`src/rtl/sa_pkg.sv`:
```
// Shared definitions for the systolic tile engine and its scheduler.
//   sa_state_e     : scheduler FSM states
//   sa_cmd_flags_t : per-tile command flags (weight reload, accumulate, last)
//   SA_T           : tile size in words (P*Q)
//   SA_AW/SA_TW    : command address width and tile-count field width
package sa_pkg;

    localparam int SA_P  = 8;
    localparam int SA_Q  = 8;
    localparam int SA_T  = SA_P * SA_Q;
    localparam int SA_AW = 32;
    localparam int SA_TW = 8;

    typedef enum logic [1:0] {
        IDLE  = 2'd0,
        ISSUE = 2'd1,
        DRAIN = 2'd2,
        DONE  = 2'd3
    } sa_state_e;

    typedef struct packed {
        logic load_w;
        logic acc;
        logic last;
    } sa_cmd_flags_t;

endpackage

```
`src/rtl/sa_tile_addr_gen.sv`:
```
// Tile loop walker: n outer, k middle, m inner.
// Holds the m/k/n counters and running A/B/C pointers; all addresses come
// from adders, the only multiply is by the constant tile size T.
// Ports:
//   clk, rst_n          clock, async active-low reset
//   init                latch config and rewind to m=k=n=0
//   adv                 step to the next tile (command handshake)
//   cfg_mt/kt/nt        tile counts (sampled on init)
//   cfg_a/b/c_base      base addresses (sampled on init)
//   a_addr/b_addr/c_addr current command addresses (registered)
//   flags               current command flags, flags.last marks the final tile
module sa_tile_addr_gen
    import sa_pkg::*;
#(
    parameter int AW = SA_AW,
    parameter int TW = SA_TW,
    parameter int T  = SA_T
) (
    input  logic          clk,
    input  logic          rst_n,
    input  logic          init,
    input  logic          adv,
    input  logic [TW-1:0] cfg_mt,
    input  logic [TW-1:0] cfg_kt,
    input  logic [TW-1:0] cfg_nt,
    input  logic [AW-1:0] cfg_a_base,
    input  logic [AW-1:0] cfg_b_base,
    input  logic [AW-1:0] cfg_c_base,
    output logic [AW-1:0] a_addr,
    output logic [AW-1:0] b_addr,
    output logic [AW-1:0] c_addr,
    output sa_cmd_flags_t flags
);

    localparam logic [AW-1:0] TSZ = AW'(T);

    logic [TW-1:0] mt_q, kt_q, nt_q, m_q, k_q, n_q;
    logic [TW-1:0] mt_d, kt_d, nt_d, m_d, k_d, n_d;
    // a_k: A column start for current k (m=0); b_n/c_n: B/C start for current n
    logic [AW-1:0] a_base_q, a_k_q, b_n_q, c_n_q, stride_a_q, stride_n_q;
    logic [AW-1:0] a_base_d, a_k_d, b_n_d, c_n_d, stride_a_d, stride_n_d;
    logic [AW-1:0] a_q, b_q, c_q, a_d, b_d, c_d;
    sa_cmd_flags_t flags_q, flags_d;

    always_comb begin
        mt_d = mt_q; kt_d = kt_q; nt_d = nt_q;
        m_d  = m_q;  k_d  = k_q;  n_d  = n_q;
        a_base_d = a_base_q; a_k_d = a_k_q; b_n_d = b_n_q; c_n_d = c_n_q;
        stride_a_d = stride_a_q; stride_n_d = stride_n_q;
        a_d = a_q; b_d = b_q; c_d = c_q;
        flags_d = flags_q;

        if (init) begin
            mt_d = cfg_mt; kt_d = cfg_kt; nt_d = cfg_nt;
            m_d  = '0; k_d = '0; n_d = '0;
            a_base_d = cfg_a_base; a_k_d = cfg_a_base; a_d = cfg_a_base;
            b_n_d = cfg_b_base; b_d = cfg_b_base;
            c_n_d = cfg_c_base; c_d = cfg_c_base;
            // m step moves A by KT tiles; m step of C and k step of B move by NT tiles
            stride_a_d = AW'(cfg_kt) * TSZ;
            stride_n_d = AW'(cfg_nt) * TSZ;
        end else if (adv) begin
            if (m_q != mt_q - TW'(1)) begin
                m_d = m_q + TW'(1);
                a_d = a_q + stride_a_q;
                c_d = c_q + stride_n_q;
            end else begin
                m_d = '0;
                if (k_q != kt_q - TW'(1)) begin
                    k_d   = k_q + TW'(1);
                    a_k_d = a_k_q + TSZ;
                    a_d   = a_k_q + TSZ;
                    b_d   = b_q + stride_n_q;
                    c_d   = c_n_q;
                end else begin
                    k_d   = '0;
                    n_d   = n_q + TW'(1);
                    a_k_d = a_base_q;
                    a_d   = a_base_q;
                    b_n_d = b_n_q + TSZ;
                    b_d   = b_n_q + TSZ;
                    c_n_d = c_n_q + TSZ;
                    c_d   = c_n_q + TSZ;
                end
            end
        end

        // flags only move with the command so they read 0 out of reset
        if (init || adv) begin
            flags_d.load_w = (m_d == '0);
            flags_d.acc    = (k_d != '0);
            flags_d.last   = (m_d == mt_d - TW'(1)) && (k_d == kt_d - TW'(1)) &&
                             (n_d == nt_d - TW'(1));
        end
    end

    always_ff @(posedge clk or negedge rst_n) begin
        if (!rst_n) begin
            mt_q <= '0; kt_q <= '0; nt_q <= '0;
            m_q  <= '0; k_q  <= '0; n_q  <= '0;
            a_base_q <= '0; a_k_q <= '0; b_n_q <= '0; c_n_q <= '0;
            stride_a_q <= '0; stride_n_q <= '0;
            a_q <= '0; b_q <= '0; c_q <= '0;
            flags_q <= '0;
        end else begin
            mt_q <= mt_d; kt_q <= kt_d; nt_q <= nt_d;
            m_q  <= m_d;  k_q  <= k_d;  n_q  <= n_d;
            a_base_q <= a_base_d; a_k_q <= a_k_d; b_n_q <= b_n_d; c_n_q <= c_n_d;
            stride_a_q <= stride_a_d; stride_n_q <= stride_n_d;
            a_q <= a_d; b_q <= b_d; c_q <= c_d;
            flags_q <= flags_d;
        end
    end

    assign a_addr = a_q;
    assign b_addr = b_q;
    assign c_addr = c_q;
    assign flags  = flags_q;

endmodule

```
`src/rtl/sa_tile_scheduler.sv`:
```
// GEMM tile scheduler for the weight-stationary systolic engine.
// Walks the tile loop nest, issues one command per tile to the front end,
// and tracks tiles in flight until the engine reports them complete.
// Ports:
//   clk, rst_n                 clock, async active-low reset
//   start                      job start pulse (honoured only in IDLE)
//   cfg_mt/kt/nt               tile counts; any zero flags err and skips the job
//   cfg_a/b/c_base             base addresses (word addressed)
//   busy, done, err            job status; err is sticky until the next start
//   cmd_valid/cmd_ready        command handshake
//   cmd_a/b/c_addr             tile addresses
//   cmd_load_w/cmd_acc/cmd_last command flags
//   tile_done                  engine completion pulse, one per tile
// Build option SA_SCHED_PERF_EN adds perf_cycles and perf_stall counters.
module sa_tile_scheduler
    import sa_pkg::*;
#(
    parameter int P        = SA_P,
    parameter int Q        = SA_Q,
    parameter int AW       = SA_AW,
    parameter int TW       = SA_TW,
    parameter int MAX_OUTS = 4
) (
    input  logic          clk,
    input  logic          rst_n,
    input  logic          start,
    input  logic [TW-1:0] cfg_mt,
    input  logic [TW-1:0] cfg_kt,
    input  logic [TW-1:0] cfg_nt,
    input  logic [AW-1:0] cfg_a_base,
    input  logic [AW-1:0] cfg_b_base,
    input  logic [AW-1:0] cfg_c_base,
    output logic          busy,
    output logic          done,
    output logic          err,
    output logic          cmd_valid,
    input  logic          cmd_ready,
    output logic [AW-1:0] cmd_a_addr,
    output logic [AW-1:0] cmd_b_addr,
    output logic [AW-1:0] cmd_c_addr,
    output logic          cmd_load_w,
    output logic          cmd_acc,
    output logic          cmd_last,
    input  logic          tile_done
`ifdef SA_SCHED_PERF_EN
    ,
    output logic [31:0]   perf_cycles,
    output logic [31:0]   perf_stall
`endif
);

    localparam int T  = P * Q;
    localparam int OW = $clog2(MAX_OUTS + 1);
    localparam logic [OW-1:0] OUTS_MAX = OW'(MAX_OUTS);

    sa_state_e     state_q, state_d;
    logic [OW-1:0] outs_q, outs_d;
    logic          err_d;
    logic          hs, go, cfg_zero, td_ok, td_bad, init;
    sa_cmd_flags_t flags;

    assign hs       = cmd_valid && cmd_ready;
    assign go       = (state_q == IDLE) && start;
    assign cfg_zero = (cfg_mt == '0) || (cfg_kt == '0) || (cfg_nt == '0);
    assign init     = go && !cfg_zero;
    // a completion is only legal while a job has tiles in flight
    assign td_ok    = tile_done && (state_q != IDLE) && (outs_q != '0);
    assign td_bad   = tile_done && !td_ok;

    sa_tile_addr_gen #(.AW(AW), .TW(TW), .T(T)) u_addr_gen (
        .clk        (clk),
        .rst_n      (rst_n),
        .init       (init),
        .adv        (hs),
        .cfg_mt     (cfg_mt),
        .cfg_kt     (cfg_kt),
        .cfg_nt     (cfg_nt),
        .cfg_a_base (cfg_a_base),
        .cfg_b_base (cfg_b_base),
        .cfg_c_base (cfg_c_base),
        .a_addr     (cmd_a_addr),
        .b_addr     (cmd_b_addr),
        .c_addr     (cmd_c_addr),
        .flags      (flags)
    );

    assign cmd_load_w = flags.load_w;
    assign cmd_acc    = flags.acc;
    assign cmd_last   = flags.last;

    always_comb begin
        outs_d = outs_q;
        case ({hs, td_ok})
            2'b10:   outs_d = outs_q + OW'(1);
            2'b01:   outs_d = outs_q - OW'(1);
            default: outs_d = outs_q;
        endcase
    end

    always_comb begin
        state_d = state_q;
        err_d   = err;
        case (state_q)
            IDLE: if (start) begin
                // a degenerate job passes through an empty DRAIN so done
                // lands two cycles after start with no command issued
                state_d = cfg_zero ? DRAIN : ISSUE;
                err_d   = cfg_zero;
            end
            ISSUE: if (hs && cmd_last) state_d = DRAIN;
            DRAIN: if (outs_d == '0)   state_d = DONE;
            DONE:  state_d = IDLE;
            default: state_d = IDLE;
        endcase
        if (td_bad) err_d = 1'b1;
    end

    always_ff @(posedge clk or negedge rst_n) begin
        if (!rst_n) begin
            state_q   <= IDLE;
            outs_q    <= '0;
            busy      <= 1'b0;
            done      <= 1'b0;
            err       <= 1'b0;
            cmd_valid <= 1'b0;
        end else begin
            state_q   <= state_d;
            outs_q    <= outs_d;
            busy      <= (state_d == ISSUE) || (state_d == DRAIN);
            done      <= (state_d == DONE);
            err       <= err_d;
            // throttled while the in-flight window is full
            cmd_valid <= (state_d == ISSUE) && (outs_d != OUTS_MAX);
        end
    end

`ifdef SA_SCHED_PERF_EN
    logic stall;
    assign stall = (cmd_valid && !cmd_ready) || ((state_q == ISSUE) && (outs_q == OUTS_MAX));

    always_ff @(posedge clk or negedge rst_n) begin
        if (!rst_n) begin
            perf_cycles <= '0;
            perf_stall  <= '0;
        end else if (go) begin
            perf_cycles <= '0;
            perf_stall  <= '0;
        end else begin
            if (busy && (perf_cycles != '1))  perf_cycles <= perf_cycles + 32'd1;
            if (stall && (perf_stall != '1))  perf_stall  <= perf_stall + 32'd1;
        end
    end
`endif

endmodule

```
`config.mk`:
```
export PLATFORM = sky130hd
export DESIGN_NAME = sa_tile_scheduler
export DESIGN_NICKNAME = d
export VERILOG_FILES = /design/src/rtl/sa_pkg.sv /design/src/rtl/sa_tile_addr_gen.sv /design/src/rtl/sa_tile_scheduler.sv
export SDC_FILE = /design/constraint.sdc
export NUM_CORES = 1
export LEC_CHECK = 0
export BUFFER_PORTS_ARGS = -buffer_cell sky130_fd_sc_hd__buf_2
export CORE_ASPECT_RATIO = 0.75
export CORE_UTILIZATION = 50
export CTS_BUF_LIST = sky130_fd_sc_hd__clkbuf_16
export DETAILED_ROUTE_END_ITERATION = 7
export HOLD_SLACK_MARGIN = 0.15
export PLACE_DENSITY_LB_ADDON = 0.05
export SETUP_SLACK_MARGIN = 0.05
export SLEW_MARGIN = 5
export SYNTH_ARGS = -nofsm -noshare
export SYNTH_HDL_FRONTEND = slang
export SYNTH_SLANG_ARGS = --single-unit
```
`constraint.sdc`:
```
create_clock -name clk -period 8.2 [get_ports clk]
set_input_delay 0.41 -clock clk [delete_from_list [all_inputs] [get_ports clk]]
set_output_delay 0.41 -clock clk [all_outputs]
set_load 0.005 [all_outputs]
```
==> impl_results.md, run 1 <==
* Dominant synthesized flop cell: dfrtp_1
* Worst path depth at 18
* Worst-margin pin slew at 1.09 ns
* Setup Viol. Count Final at 0
* FP Rows at 60
* Starting Density at 0.514
* DP Wirelength at about 43000 microns
* CTS root buffer: clkbuf_16
* Synthesized instance count at 2290
* Die Y at 169 microns
* Worst-Skew Late Latency at 0.54 ns
* Full die area at 0.0380 sq mm
* Comb pwr share at 0.452
* Syn_nets at 2457
* Cell taking the most area after synthesis: dfrtp_1
* Avg Inst Size Synth at 8.14 sq um
* Sw Share at 0.437
* Crit path to: u_addr_gen.flags[0]
* Final net count at about 2700
* DP Area at 0.0201 sq mm
* Grt ovf at 0
* Critical R2R Capture: u_addr_gen.flags[0]
* CTS max path bufs at 3
* Data arrival time of the critical path at 5.55 ns
* R2r worst-path depth at 16
* Hold Path Class: in2reg
* WS Path Type: in2reg
* Max incr delay on CP at 0.67 ns
* 1st-pass router iterations at 6
* Ranking of synthesized cells by area: dfrtp_1, nand2_1, xnor2_1
* Max-Cap Viols at 0
* Die X at ~220 microns
* H-Tree Level Count at 2
* Vias in the first global route at 16900
* DR WL/cell at 20.5 microns
* Crit path launch type: primary input
* Layout cell share with drive strength beyond 1 at 0.129
* F_max at 196 MHz
* Design area at about 0.022 sq mm
* Dominant cell by count in the synthesized netlist: nand2_1
* Residual DRC at 0
* Family with the most delay on the worst path: simple AND/OR/NAND/NOR gates
* Post-synthesis adder-cell area fraction at 0.0298
* Core Area at 0.0363 sq mm
* Leak at 9.68 nW
* Post-CTS Setup Bufs at 0
* Largest family of logic cells by synthesized area: simple AND/OR/NAND/NOR gates
* CTS Buf Count at 34
* Simple-gate share of the synthesized area at 0.234
* Sequential share of power at 0.355
* I/O Buffers at 227
* Synth top area share at 0.403
* Via/cell ratio at 5.92
* Register area share after synthesis at 0.403
* Via count at 18000
* FF+latch count, synth at 300
* Post-synth ARST share at 1.00
* Reg-to-reg startpoint: state_q[0]
* Critical Path RT at 8.65 ns
* Slew Limit Headroom at 0.274
* RSZ-0062 raised after global routing: false
* Final Hold Viols at 0
* Critical path's slowest cell: or2_4
* DRT Wirelength at between 60000 and 70000 microns
* Drt initial violations at 1933
* Routability congestion estimate at 0.933
* Final ANT Viol Nets at 0
* Warnings from Yosys at 0
* Crit share post-route at 0.622
* Post-synth EDFFs at 0
* Setup Skew at 0.0225 ns
* Top cell types by occurrence after synthesis: nand2_1, dfrtp_1, nor2_1
* First-pass GRT wire length at ~97000 microns
* # IOs at roughly 230
* Layout area overhead at 17.7%
* Flop2flop setup slack at 3.18 ns
* Final Max Tran Viols at 0
* Netlist cell types at 76
* Gr usage total at 0.329
* P_int at 4.58 mW
* VDD IR max at 0.182 mV
* PwrDens at 371 mW/mm^2
* Pre-CTS setup slack at 3.27 ns
* Clk sink count at 300
* Clock slew at reported path FFs at 0.06 ns
* Post-Syn Area at between 0.015 and 0.02 sq mm
* CP Max Fanout at between 50 and 60
* Setup tns final at 0 ns
* Pin count of the biggest net entering global routing at around 150
* CTS tree: done
* Multiplexer area fraction after synthesis at 0.0195
* Clock Power Share at 0.193
* Buf+Inv Stages, Crit Path at 3
* Cell Chain, Critical Path: dlygate4sd3_1 -> buf_2 -> or4_1 -> o21ai_1 -> or2_4 -> nand2_1 -> and2_1 -> ha_1 -> inv_1 -> or2_2 -> a21oi_1 -> o21ba_2 -> nor4b_1 -> a211oi_1 -> a2111oi_2 -> nand4_1 -> or4_1 -> o21ai_1
* Worst Setup SP: cfg_mt[6]
* Antenna violations before repair at 2
* Fin crit period at between 5 and 6 ns
* Status: completed
* Synth Area in Compound Gates at 0.181
* Switching power at ~3.6 mW
* Element type at the critical path end: register
* Final worst slack at about 3.1 ns
* Post-Synth XOR/XNOR Area at 0.0945
metal layers:
metal | wire length (microns) | track usage | part of all wire
met5 | 11 | 0 | 0.00018
met1 | 28400 | 0.487 | 0.46
met3 | 6420 | 0.0930 | 0.10
met2 | 26000 | 0.462 | 0.42
met4 | 1610 | 0.102 | 0.026
per-stage QoR:
step	utilization	hold slack, ns	std cells	total power, mW
2_1_floorplan	-	0.114	2290	5.22
3_3_place_gp	0.555	0.453	2913	6.39
3_5_place_dp	0.555	0.461	2913	6.48
4_1_cts	0.605	0.152	3040	8.11
5_1_grt	0.605	0.162	3040	8.75
6_report	0.605	0.162	3041	8.14
tightest hold or removal path: stages:
cell and delay (ns):
buf_2 0.08, nor2_1 0.06, a21oi_1 0.10
power by group through the flow:
stage	Clock [mW]	Combinational (mW)	Sequential (mW)
2_1_floorplan	0	2.55	2.68
3_3_place_gp	0	3.53	2.86
3_5_place_dp	0	3.60	2.88
4_1_cts	1.60	3.65	2.86
5_1_grt	1.66	4.12	2.98
6_report	1.57	3.68	2.89
how the worst min path moves through the flow:
| stage | end | startpoint | cells past startpoint | slack [ns] |
|---|---|---|---|---|
| floorplan | busy | rst_n | 0 | 0.11 |
| global placement | u_addr_gen.a_base_q[6] | u_addr_gen.a_base_q[6] | 2 | 0.45 |
| detailed placement | u_addr_gen.a_addr[3] | u_addr_gen.a_addr[3] | 2 | 0.46 |
| CTS | u_addr_gen.b_addr[11] | cfg_b_base[11] | 3 | 0.15 |
| global route | u_addr_gen.a_base_q[21] | cfg_a_base[21] | 3 | 0.16 |
| finish | u_addr_gen.c_addr[24] | cfg_c_base[24] | 3 | 0.16 |
kinds of logic after synthesis:
logic type	after synthesis
and+or+nand+nor	964
AOI/OAI and AO/OA	561
DFF	300
xor gates and xnor gates	201
buffers and inverters	186
adders and majority gates	42
muxes	36
sequential cells by signal, summed over array words and instances, names as in the netlist, 8 cells and up:
signal,flops
u_addr_gen.a_addr,32
u_addr_gen.a_base_q,32
u_addr_gen.a_k_q,32
u_addr_gen.b_addr,32
u_addr_gen.b_n_q,32
u_addr_gen.c_addr,32
u_addr_gen.c_n_q,32
u_addr_gen.k_q,8
u_addr_gen.kt_q,8
u_addr_gen.m_q,8
u_addr_gen.mt_q,8
u_addr_gen.n_q,8
u_addr_gen.nt_q,8
u_addr_gen.stride_a_q,8
u_addr_gen.stride_n_q,8
placed cells by master (no fill, tap or decap), drive strengths merged, types with 38 or more instances in the layout:
master       count
a21oi          197
buf            250
dfrtp          300
dlygate4sd3     68
ha              38
inv             72
nand2          421
nand3           74
nor2           237
nor3            44
o21ai          168
xnor2          117
xor2            84
final cells by class:
cell class,instances,area [sq um]
Antenna cell,1,2.50
Clock buffer,35,876
Clock inverter,24,235
Fill cell,3283,14300
Inverter,63,236
Multi-Input combinational cell,1804,10400
Sequential cell,300,7510
Tap cell,496,621
Timing Repair Buffer,318,2010
timing repair:
| action | 4_1_cts | 5_1_grt |
|---|---|---|
| hold endpoints to repair | 219 | 0 |
| endpoints found under the setup margin | 0 | 0 |
| gates resized for setup | 0 | 0 |
| hold buffers | 68 | 0 |
(Power assumes the default switching activity.)
==> run 2: changes to the inputs <==
- clock period: 8.2 -> 4.5 ns (I/O delays scaled with it)
==> impl_results.md, run 2 (synthesis gave the netlist of run 1 again) <==
* Status: completed (unchanged)
* Pre-CTS setup slack at 0.352 ns (was 3.27 ns)
* 1st-pass router iterations at 6 (unchanged)
* DRT Wirelength at 64200 microns (was 62400 microns)
* RSZ-0062 raised after global routing: false (unchanged)
* Layout cell share with drive strength beyond 1 at 0.139 (was 0.129)
* Final hold slack at 0.341 ns (was 0.162 ns)
* Core Area at 0.0363 sq mm (unchanged)
* CTS tree: done (unchanged)
* VDD IR max at 0.369 mV (was 0.182 mV)
* CTS root buffer: clkbuf_16 (unchanged)
* Via/cell ratio at 5.88 (was 5.92)
* Final Non-Filler Cells at 3131 (was 3041)
* Routability congestion estimate at 0.959 (was 0.933)
* Commonest cells after routing, fill and taps aside: nand2_1, dfrtp_1, nor2_1 (unchanged)
* First-pass GRT wire length at 99100 microns (was 96800 microns)
* Sw Share at 0.438 (was 0.437)
* Pin count of the biggest net entering global routing at 119 (was 152)
* Data arrival time of the critical path at 4.70 ns (was 5.55 ns)
* I/O Buffers at 227 (unchanged)
* P_int at 8.37 mW (was 4.58 mW)
* Drt initial violations at 1954 (was 1933)
* Most common cell after layout, fill and taps aside: nand2_1 (unchanged)
* Overall power at 14.9 mW (was 8.14 mW)
* Residual DRC at 0 (unchanged)
* Critical Path RT at 4.95 ns (was 8.65 ns)
* Full die area at 0.0380 sq mm (unchanged)
* Switching power at 6.53 mW (was 3.56 mW)
* Die X at 225 microns (unchanged)
* Clock Power Share at 0.186 (was 0.193)
* Crit path launch type: register (was primary input)
* Final ANT Viol Nets at 0 (unchanged)
* Vias in the first global route at 17400 (was 16900)
* DP Wirelength at 44000 microns (was 42800 microns)
* F_max at 236 MHz
* Fin crit period at 4.25 ns
* PwrDens at 654 mW/mm^2 (was 371 mW/mm^2)
* CTS Buf Count at 35 (was 34)
* Grt ovf at 0 (unchanged)
* Final worst slack at 0.254 ns (was 3.10 ns)
* Via count at 18400 (was 18000)
* WS Path Type: reg2reg (was in2reg)
* Clock slew at reported path FFs at 0.06 ns (about the same)
* CP Max Fanout at 23 (was 53)
* Setup Viol. Count Final at 0 (unchanged)
* Gr usage total at 0.336 (was 0.329)
* H-Tree Level Count at 2 (unchanged)
* Final net count at 2776 (was 2688)
* # IOs at 228 (unchanged)
* Element type at the critical path end: register (unchanged)
* Max-Cap Viols at 0 (unchanged)
* Slew Limit Headroom at 0.323 (was 0.274)
* Clk sink count at 300 (unchanged)
* CTS max path bufs at 3 (unchanged)
* # placed instances at 2945 (was 2913)
* Layout area overhead at 22.2% (was 17.7%)
* Sequential share of power at 0.354 (was 0.355)
* Post-CTS Setup Bufs at 0 (unchanged)
* Antenna violations before repair at 3 (was 2)
* Leak at 10.1 nW (was 9.68 nW)
* Final Hold Viols at 0 (unchanged)
* Worst-Skew Late Latency at 0.53 ns (was 0.54 ns)
* DR WL/cell at 20.5 microns (about the same)
* Final Max Tran Viols at 0 (unchanged)
* Crit share post-route at 0.944
* Hold Path Class: in2async (was in2reg)
* Setup tns final at 0 ns (unchanged)
* Worst-margin pin slew at 1.02 ns (was 1.09 ns)
* Starting Density at 0.514 (unchanged)
* Setup Skew at 0.0153 ns (was 0.0225 ns)
* Die Y at 169 microns (unchanged)
* FP Rows at 60 (unchanged)
* Comb pwr share at 0.460 (was 0.452)
==> run 2: changes by cell type in the layout (fill, tap and decap cells not counted), sizes merged <==
cell / before / now
dlygate4sd3: 68 / 123
buf: 250 / 282
bufinv: 5 / 2
inv: 72 / 75
clkbuf: 35 / 37
diode: 1 / 2
==> run 2: layer usage <==
layer | GRT usage | wire length (microns) | vias to the layer above
li1 | - | - | 8609
met1 | 0.503 | 29800 | 8882
met2 | 0.477 | 26400 | 813
met3 | 0.0798 | 6010 | 113
met4 | 0.104 | 1880 | 2
met5 | 0 | 10 | -
==> run 2: area by class of cell <==
type	count	area, sq um
fill	3168	13500
multi-input combinational	1804	10500
sequential	300	7510
timing repair buffer	405	2840
clock buffer	37	926
tap	496	621
inverter	63	236
clock inverter	24	158
antenna	2	5.00
==> run 2: power groups by stage <==
stage	Clock (mW)	Sequential [mW]	Combinational (mW)
final	2.77	5.28	6.85
after global placement	0	5.22	6.51
after CTS	2.81	5.22	6.77
after global routing	2.91	5.42	7.63
after detailed placement	0	5.25	6.64
after floorplan	0	4.88	4.66
==> run 2: worst max-delay path: stages (launching register included) <==
cell and delay [ns]:
dfrtp_1 0.49, inv_1 0.12, ha_1 0.30, o21ba_2 0.24, a221o_1 0.33, a211oi_1 0.40, nand4_4 0.46, o31ai_1 0.36
a21oi_1 0.14, xnor2_1 0.22, a2111oi_2 0.37, nand4_1 0.19, or4_1 0.43, o21ai_1 0.12
==> run 2: metrics by stage <==
step / instance area (sq um) / utilization
global placement: 20400 / 0.563
global route: 22800 / 0.628
finish: 22800 / 0.628
detailed placement: 20400 / 0.563
CTS: 22700 / 0.627
floorplan: 18700 / -
==> run 2: path summary, 6_finish.rpt <==
kind	end	slack, ns	from	depth (start not counted)
min in group clk	state_q[1]	0.44	cmd_ready	6
max in group asynchronous	u_addr_gen.b_n_q[9]	3.12	rst_n	3
setup / recovery	u_addr_gen.flags[0]	0.25	u_addr_gen.kt_q[0]	13
hold / removal	u_addr_gen.stride_a_q[9]	0.34	rst_n	2
hold reg to reg	u_addr_gen.a_addr[1]	0.47	u_addr_gen.a_addr[1]	2
setup reg to reg	u_addr_gen.flags[0]	0.25	u_addr_gen.kt_q[0]	13
==> run 2: timing repair <==
| item | 4_1_cts | 5_1_grt |
|---|---|---|
| setup endpoints to repair | 0 | 1 |
| hold buffers | 123 | 0 |
| endpoints found under the hold margin | 355 | 0 |
| resized for setup | 0 | 5 |
